## src/rtl/rr_arbiter8.sv

```systemverilog
// 8-way round-robin arbiter with a registered one-hot grant held until done.
// Optional grant watchdog is built when ARB_TIMEOUT_EN is defined.
module rr_arbiter8 #(
  parameter int unsigned TIMEOUT_CYCLES = 16
) (
  input  logic       clk,
  input  logic       rst,
  input  logic [7:0] req,
  input  logic       done,
  output logic [7:0] gnt,
  output logic       gnt_valid,
  output logic       timeout
);

  localparam int unsigned N_REQ = 8;
  localparam int unsigned IDX_W = 3;
  localparam int unsigned CNT_W = 8;

  typedef enum logic {
    IDLE  = 1'b0,
    GRANT = 1'b1
  } state_e;

  if (TIMEOUT_CYCLES < 2 || TIMEOUT_CYCLES > 255) begin : g_bad_timeout
    $error("rr_arbiter8: TIMEOUT_CYCLES must be in 2..255");
  end

  state_e             state_q;
  logic [N_REQ-1:0]   gnt_q;
  logic               gnt_valid_q;
  logic               timeout_q;
  logic [IDX_W-1:0]   ptr_q;
  logic [IDX_W-1:0]   gnt_idx_q;
  logic [IDX_W-1:0]   gnt_idx_d;
  logic [IDX_W-1:0]   scan_idx;
  logic               found;

`ifdef ARB_TIMEOUT_EN
  localparam logic [CNT_W-1:0] CNT_LAST = CNT_W'(TIMEOUT_CYCLES - 1);
  logic [CNT_W-1:0]   cnt_q;
`endif

  // First requester at or after ptr, wrapping modulo 8.
  always_comb begin
    gnt_idx_d = '0;
    scan_idx  = '0;
    found     = 1'b0;
    for (int i = 0; i < N_REQ; i++) begin
      scan_idx = ptr_q + IDX_W'(i);
      if (!found && req[scan_idx]) begin
        gnt_idx_d = scan_idx;
        found     = 1'b1;
      end
    end
  end

  always_ff @(posedge clk) begin
    if (rst) begin
      state_q     <= IDLE;
      gnt_q       <= '0;
      gnt_valid_q <= 1'b0;
      timeout_q   <= 1'b0;
      ptr_q       <= '0;
      gnt_idx_q   <= '0;
`ifdef ARB_TIMEOUT_EN
      cnt_q       <= '0;
`endif
    end else begin
      timeout_q <= 1'b0;
      case (state_q)
        IDLE: begin
          if (found) begin
            state_q     <= GRANT;
            gnt_q       <= N_REQ'(1) << gnt_idx_d;
            gnt_valid_q <= 1'b1;
            gnt_idx_q   <= gnt_idx_d;
`ifdef ARB_TIMEOUT_EN
            cnt_q       <= '0;
`endif
          end
        end
        GRANT: begin
          if (done) begin
            state_q     <= IDLE;
            gnt_q       <= '0;
            gnt_valid_q <= 1'b0;
            ptr_q       <= gnt_idx_q + IDX_W'(1);
`ifdef ARB_TIMEOUT_EN
          end else if (cnt_q == CNT_LAST) begin
            // Watchdog release: identical to done, plus a one-cycle flag.
            state_q     <= IDLE;
            gnt_q       <= '0;
            gnt_valid_q <= 1'b0;
            ptr_q       <= gnt_idx_q + IDX_W'(1);
            timeout_q   <= 1'b1;
          end else begin
            cnt_q       <= cnt_q + CNT_W'(1);
`endif
          end
        end
        default: begin
          state_q     <= IDLE;
          gnt_q       <= '0;
          gnt_valid_q <= 1'b0;
        end
      endcase
    end
  end

  assign gnt       = gnt_q;
  assign gnt_valid = gnt_valid_q;
  assign timeout   = timeout_q;

endmodule

```

## config.mk

```make
export PLATFORM = sky130hd
export DESIGN_NAME = rr_arbiter8
export DESIGN_NICKNAME = d
export VERILOG_FILES = /design/src/rtl/rr_arbiter8.sv
export SDC_FILE = /design/constraint.sdc
export NUM_CORES = 1
export LEC_CHECK = 0
export BUFFER_PORTS_ARGS = -buffer_cell sky130_fd_sc_hd__buf_2
export CAP_MARGIN = 30
export CORE_MARGIN = 2
export CORE_UTILIZATION = 40
export DETAILED_ROUTE_END_ITERATION = 7
export SETUP_SLACK_MARGIN = 0.05
export SYNTH_ARGS = -nofsm -noshare
export SYNTH_HDL_FRONTEND = slang
export SYNTH_SLANG_ARGS = --single-unit
export TNS_END_PERCENT = 30
```

## constraint.sdc

```tcl
create_clock -name clk -period 3.8 [get_ports clk]
set_clock_uncertainty 0.1 [all_clocks]
set_input_delay 0.57 -clock clk [delete_from_list [all_inputs] [get_ports clk]]
set_output_delay 0.57 -clock clk [all_outputs]
set_load 0.05 [all_outputs]
```

==> results of run 1 <==
[final timing paths]
check | depth (start not counted) | slack, ps | startpoint | end
max | 10 | 310 | ptr_q[1] | gnt[7]
min | 2 | 350 | gnt[2] | gnt[2]
max reg2reg | 10 | 310 | ptr_q[1] | gnt[7]
min reg2reg | 2 | 350 | gnt[2] | gnt[2]
[report_power, final]
group          switching, uW  total [uW]  internal [uW]  leakage [uW]
Clock                   61.5         154           92.1     0.0000288
Combinational            182         314            132      0.000502
Sequential              11.0         194            183      0.000131
Total                    255         661            406      0.000662
[per-stage QoR]
| stage | power, uW | cell area, um^2 |
|---|---|---|
| 2_1_floorplan | 436 | 1540 |
| 3_5_place_dp | 507 | 1690 |
| 5_1_grt | 702 | 1750 |
| 4_1_cts | 662 | 1750 |
| 6_report | 661 | 1750 |
| 3_3_place_gp | 503 | 1690 |
[layer usage]
metal  global-route usage, %  share of wire (%)  routed length [um]
met5                       0                  0                   0
met2                    29.3                 47                1730
met4                    6.12                1.5                  57
met3                    3.07                3.8                 139
met1                    26.5                 48                1760
[final cells by class]
cell class	instances	area, um^2
fill	374	1940
multi-input combinational	130	1130
sequential	16	320
inverter	12	45.0
clock buffer	4	55.1
tap	48	60.1
timing repair buffer	25	140
[kinds of logic (layout without fill, tap and decap cells)]
group	after synthesis	in the layout	share of synthesized area, %
other cells	1	1	0.243
simple gates	45	45	15.9
mux	28	28	28.2
fa+ha+maj	3	3	2.44
buf+inv	21	41	6.01
flops	16	16	20.8
xor+xnor	4	4	2.27
compound gates	49	49	24.1
[critical path: cells and delay by family (launching register included)]
family	cells	cell delay (ps)
compound gates	3	720
fa+ha+maj	1	480
buf+inv	2	260
flops	1	330
mux	2	860
simple gates	2	600
[what timing repair did]
item,CTS,global route
resized for setup,0,1
hold buffers,0,0
setup endpoints to repair,0,9
setup buffers,0,0
[synth_stat cells (2+ instances only)]
library cell / count / share of area [%]
a211oi_1: 3 / 1.5
a21oi_1: 9 / 2.9
a221o_1: 2 / 1.3
a32o_1: 6 / 3.9
and2_1: 3 / 1.2
buf_2: 2 / 0.65
clkbuf_1: 5 / 1.2
dfxtp_1: 16 / 21
ha_1: 3 / 2.4
inv_1: 12 / 2.9
mux2_2: 13 / 9.5
mux2i_1: 4 / 2.6
mux4_2: 11 / 16
nand2_1: 11 / 2.7
nand2b_1: 6 / 2.4
nand3_1: 3 / 0.97
nand3b_1: 2 / 0.97
nor2_1: 11 / 2.7
nor2b_1: 2 / 0.81
nor3_1: 2 / 0.65
nor4b_1: 2 / 1.1
o211ai_1: 2 / 0.97
o21ai_0: 4 / 1.3
o221ai_1: 4 / 2.3
o32ai_1: 5 / 2.8
xnor2_1: 2 / 1.1
xor2_1: 2 / 1.1
[sequential cells by signal, summed over array words and instances (netlist names)]
| name | flops |
|---|---|
| gnt | 8 |
| state_q | 1 |
| ptr_q | 3 |
| gnt_valid | 1 |
| gnt_idx_q | 3 |
==> out/metrics.csv, run 1 <==
metric,value,unit
run status,"complete, no violations",
Final Hold Vio Count,0,
I/O pin cnt,21,
Post-synth EDFFs,0,
crit-path max FO,12,
largest stage delay on the critical path,520,ps
Max clock buf depth,2,
setup_tns,0,ps
"FF+latch count, synth",16,
RSZ-0062 raised after global routing,no,
Pins Over Slew Limit,0,
Final HPWL DP,2.86,mm
Area Growth Syn to Fin,13.6,%
Die Width,66.1,um
Slew headroom,65.9,%
HP Class,flip-flop to flip-flop,
most frequent cells in the layout,"19 x buf_2, 16 x dfxtp_1, 13 x mux2_2",
die area,4360,um^2
Final nets,202,
initial core utilization,41.8,%
cell count after placement,231,
hold slack,352,ps
H-tree levels,1,
syn_nets,181,
clk_lat worst skew,260,ps
CP Class,flip-flop to flip-flop,
Tot GR Track Use,18.8,%
worst path cell trace,inv_1 -> ha_2 -> buf_4 -> mux2_2 -> mux4_2 -> nor2_1 -> nor4b_4 -> o211ai_1 -> a22oi_1 -> o32ai_1,
Core Footprint,3690,um^2
"non-filler cells, final",235,
residual DRC count,0,
ratio of cells with drive above 1 in the final layout,30.5,%
DRT antenna net count,0,
final wirelength,3.68,mm
slowest library cell on the worst path,mux4_2,
Main synth FF type,dfxtp_1,
ant diodes,0,
FP Rows,22,
clock tree root buffer cell,clkbuf_8,
worst slew pin tran,510,ps
routed vias,1443,
Starting DRT DRC Count,82,
largest net degree at the start of global routing,20,
fin util,47.5,%
Routed WL per cell,15.7,um
"Seq/Total Area, Yosys",20.8,%
min Tclk post-route,3490,ps
PnR worst setup slack,313,ps
"commonest non-fill, non-tap cell in the layout",buf_2,
ys async rst share,0,%
Max-Cap Viols,0,
startpoint types,flip-flop,
Pwr Density,378,nW/um^2
Final Cycle Share,91.8,%
Synth Area per Inst,9.22,um^2
CP endpoint kind,flip-flop,
Cells after Synth,167,
post-synth cell types,47,
maximum vdd drop,0.000267,V
yosys warns,0,
final setup vio count,0,
Max Freq,287,MHz
global route overflow,0,
vias per cell,6.14,
first-pass GRT wire length,6.32,mm
Die Span Y,66.1,um
number of CTS-inserted buffers,3,
Routability Congestion,0.991,
Worst-path clk slew,60,ps
Critical Path RT,3830,ps
mapped cell area,1540,um^2
initial antenna violation count,0,
WP data arrival,3520,ps
vias in the first global route,1319,
CTS Sinks,16,
worst slack at placement,222,ps
CTS tree,yes,
leak pwr,0.000662,uW
Buffers on Ports,19,
DRT Pass-1 Iters,4,
(Power assumes the default switching activity.)
==> run 2: changes to the inputs <==
PLACE_DENSITY_LB_ADDON = 0.05   (was unset)
==> run 2 against run 1 <==
Net effect: hold slack improved by 7.2 ps; maximum frequency increased by 1.6%; combinational power increased by 1%; final cell count decreased by 0.43%; register-to-register slack improved by 50 ps; core utilization decreased by 0.24 points; design area decreased by 0.50%; die area unchanged; largest cell class unchanged.
==> out/metrics.csv, run 2 (same netlist as run 1, synthesis figures left out) <==
metric,value,unit
run status,"complete, no violations",
Max-Cap Viols,0,
CTS tree,yes,
CTS Sinks,16,
Tot GR Track Use,19.6,%
hold path start,gnt[3],
Routability Congestion,0.956,
vias per cell,6.25,
Slew headroom,63.9,%
DRT antenna net count,0,
worst slack at placement,293,ps
hold slack,359,ps
Final Cycle Share,90.3,%
CP Class,flip-flop to flip-flop,
busiest layer in global routing,met1,
Core Footprint,3690,um^2
Final nets,202,
Sequential Area,320,um^2
Final Hold Vio Count,0,
Hold EP,gnt[3],
ratio of cells with drive above 1 in the final layout,30.6,%
Placed Area,1690,um^2
I/O pin cnt,21,
largest stage delay on the critical path,500,ps
Final HPWL DP,2.99,mm
fin area,1740,um^2
Pwr Density,365,nW/um^2
maximum vdd drop,0.000195,V
max FFs per register,8,
leak pwr,0.000655,uW
grt met1 use,29.4,%
Max clock buf depth,2,
Worst-path clk slew,60,ps
worst slew pin tran,541,ps
Multi-input gate area,1130,um^2
met2 usage,29.0,%
FP Rows,22,
Post-CTS Hold Buffers,0,
min Tclk post-route,3430,ps
slowest library cell on the worst path,mux4_2,
Buffers on Ports,19,
met3 usage,3.75,%
vias in the first global route,1369,
PnR worst setup slack,368,ps
final setup vio count,0,
residual DRC count,0,
worst path cell trace,inv_1 -> ha_2 -> buf_4 -> mux2_2 -> mux4_2 -> nor2_1 -> nor4b_4 -> o211ai_1 -> a22o_1 -> o32ai_1,
setup_tns,0,ps
HP Class,flip-flop to flip-flop,
Max Freq,291,MHz
clock tree root buffer cell,clkbuf_8,
CP endpoint kind,flip-flop,
routed vias,1463,
WP data arrival,3480,ps
startpoint types,flip-flop,
Die Span Y,66.1,um
"commonest non-fill, non-tap cell in the layout",buf_2,
Area Growth Syn to Fin,13.1,%
die area,4360,um^2
FF-to-FF End,gnt[2],
Critical Path RT,3850,ps
initial core utilization,41.8,%
H-tree levels,1,
number of CTS-inserted buffers,3,
most frequent cells in the layout,"19 x buf_2, 16 x dfxtp_1, 13 x mux2_2",
reg2reg start,ptr_q[1],
initial antenna violation count,0,
FILL cells,373,
Starting DRT DRC Count,96,
Pins Over Slew Limit,0,
final wirelength,3.89,mm
RSZ-0062 raised after global routing,no,
clk_lat worst skew,250,ps
reg-to-reg setup timing slack,370,ps
WHS Path Cells,2,
DRT Pass-1 Iters,4,
largest net degree at the start of global routing,20,
post_cts resized,0,
crit-path max FO,9,
Routed WL per cell,16.6,um
global route overflow,0,
Setup Buffers After CTS,0,
ant diodes,0,
worst reg2reg path depth,10,
Die Width,66.1,um
first-pass GRT wire length,6.60,mm
## run 2: cell count changes in the layout (fill, tap and decap cells not counted), sizes merged
cell and change:
clkbuf -1
## run 2: final cells by class
| class | count | share of cell area, % |
|---|---|---|
| flip-flops and latches | 16 | 18.4 |
| well taps | 48 | 3.45 |
| clock buffers | 3 | 2.37 |
| inverters | 12 | 2.59 |
| repair buffers | 25 | 8.05 |
| multi-input cells | 130 | 65.2 |
## run 2: report_power, final
part           switching, uW  total (uW)  internal, uW
clock                   54.4         125          70.2
combinational            186         318           133
sequential              11.0         194           183
## run 2: routing by layer
layer | wire [um] | up-vias
met5 | 0 | -
li1 | - | 691
met4 | 42 | 0
met1 | 1810 | 711
met2 | 1780 | 57
met3 | 261 | 4
## run 2: critical path, delay by kind of cell (launching register included)
kind,cells,cell delay [ps]
buffers and inverters,2,270
and+or+nand+nor,2,590
adders and majority gates,1,450
muxes,2,840
DFF,1,320
AOI/OAI and AO/OA,3,760
## run 2: worst max path at each step
stage | end | startpoint | cells past startpoint
after floorplan | gnt[0] | ptr_q[1] | 12
after global placement | gnt[6] | ptr_q[1] | 9
after detailed placement | gnt[6] | ptr_q[1] | 10
after CTS | gnt[6] | ptr_q[1] | 10
after global routing | gnt[3] | ptr_q[1] | 10
final | gnt[2] | ptr_q[1] | 10
## run 2: through the flow
step | std cells | total power (uW) | util [%]
floorplan | 167 | 436 | -
global placement | 231 | 510 | 45.9
detailed placement | 231 | 509 | 45.9
CTS | 234 | 635 | 47.0
global route | 234 | 676 | 47.2
finish | 234 | 636 | 47.2
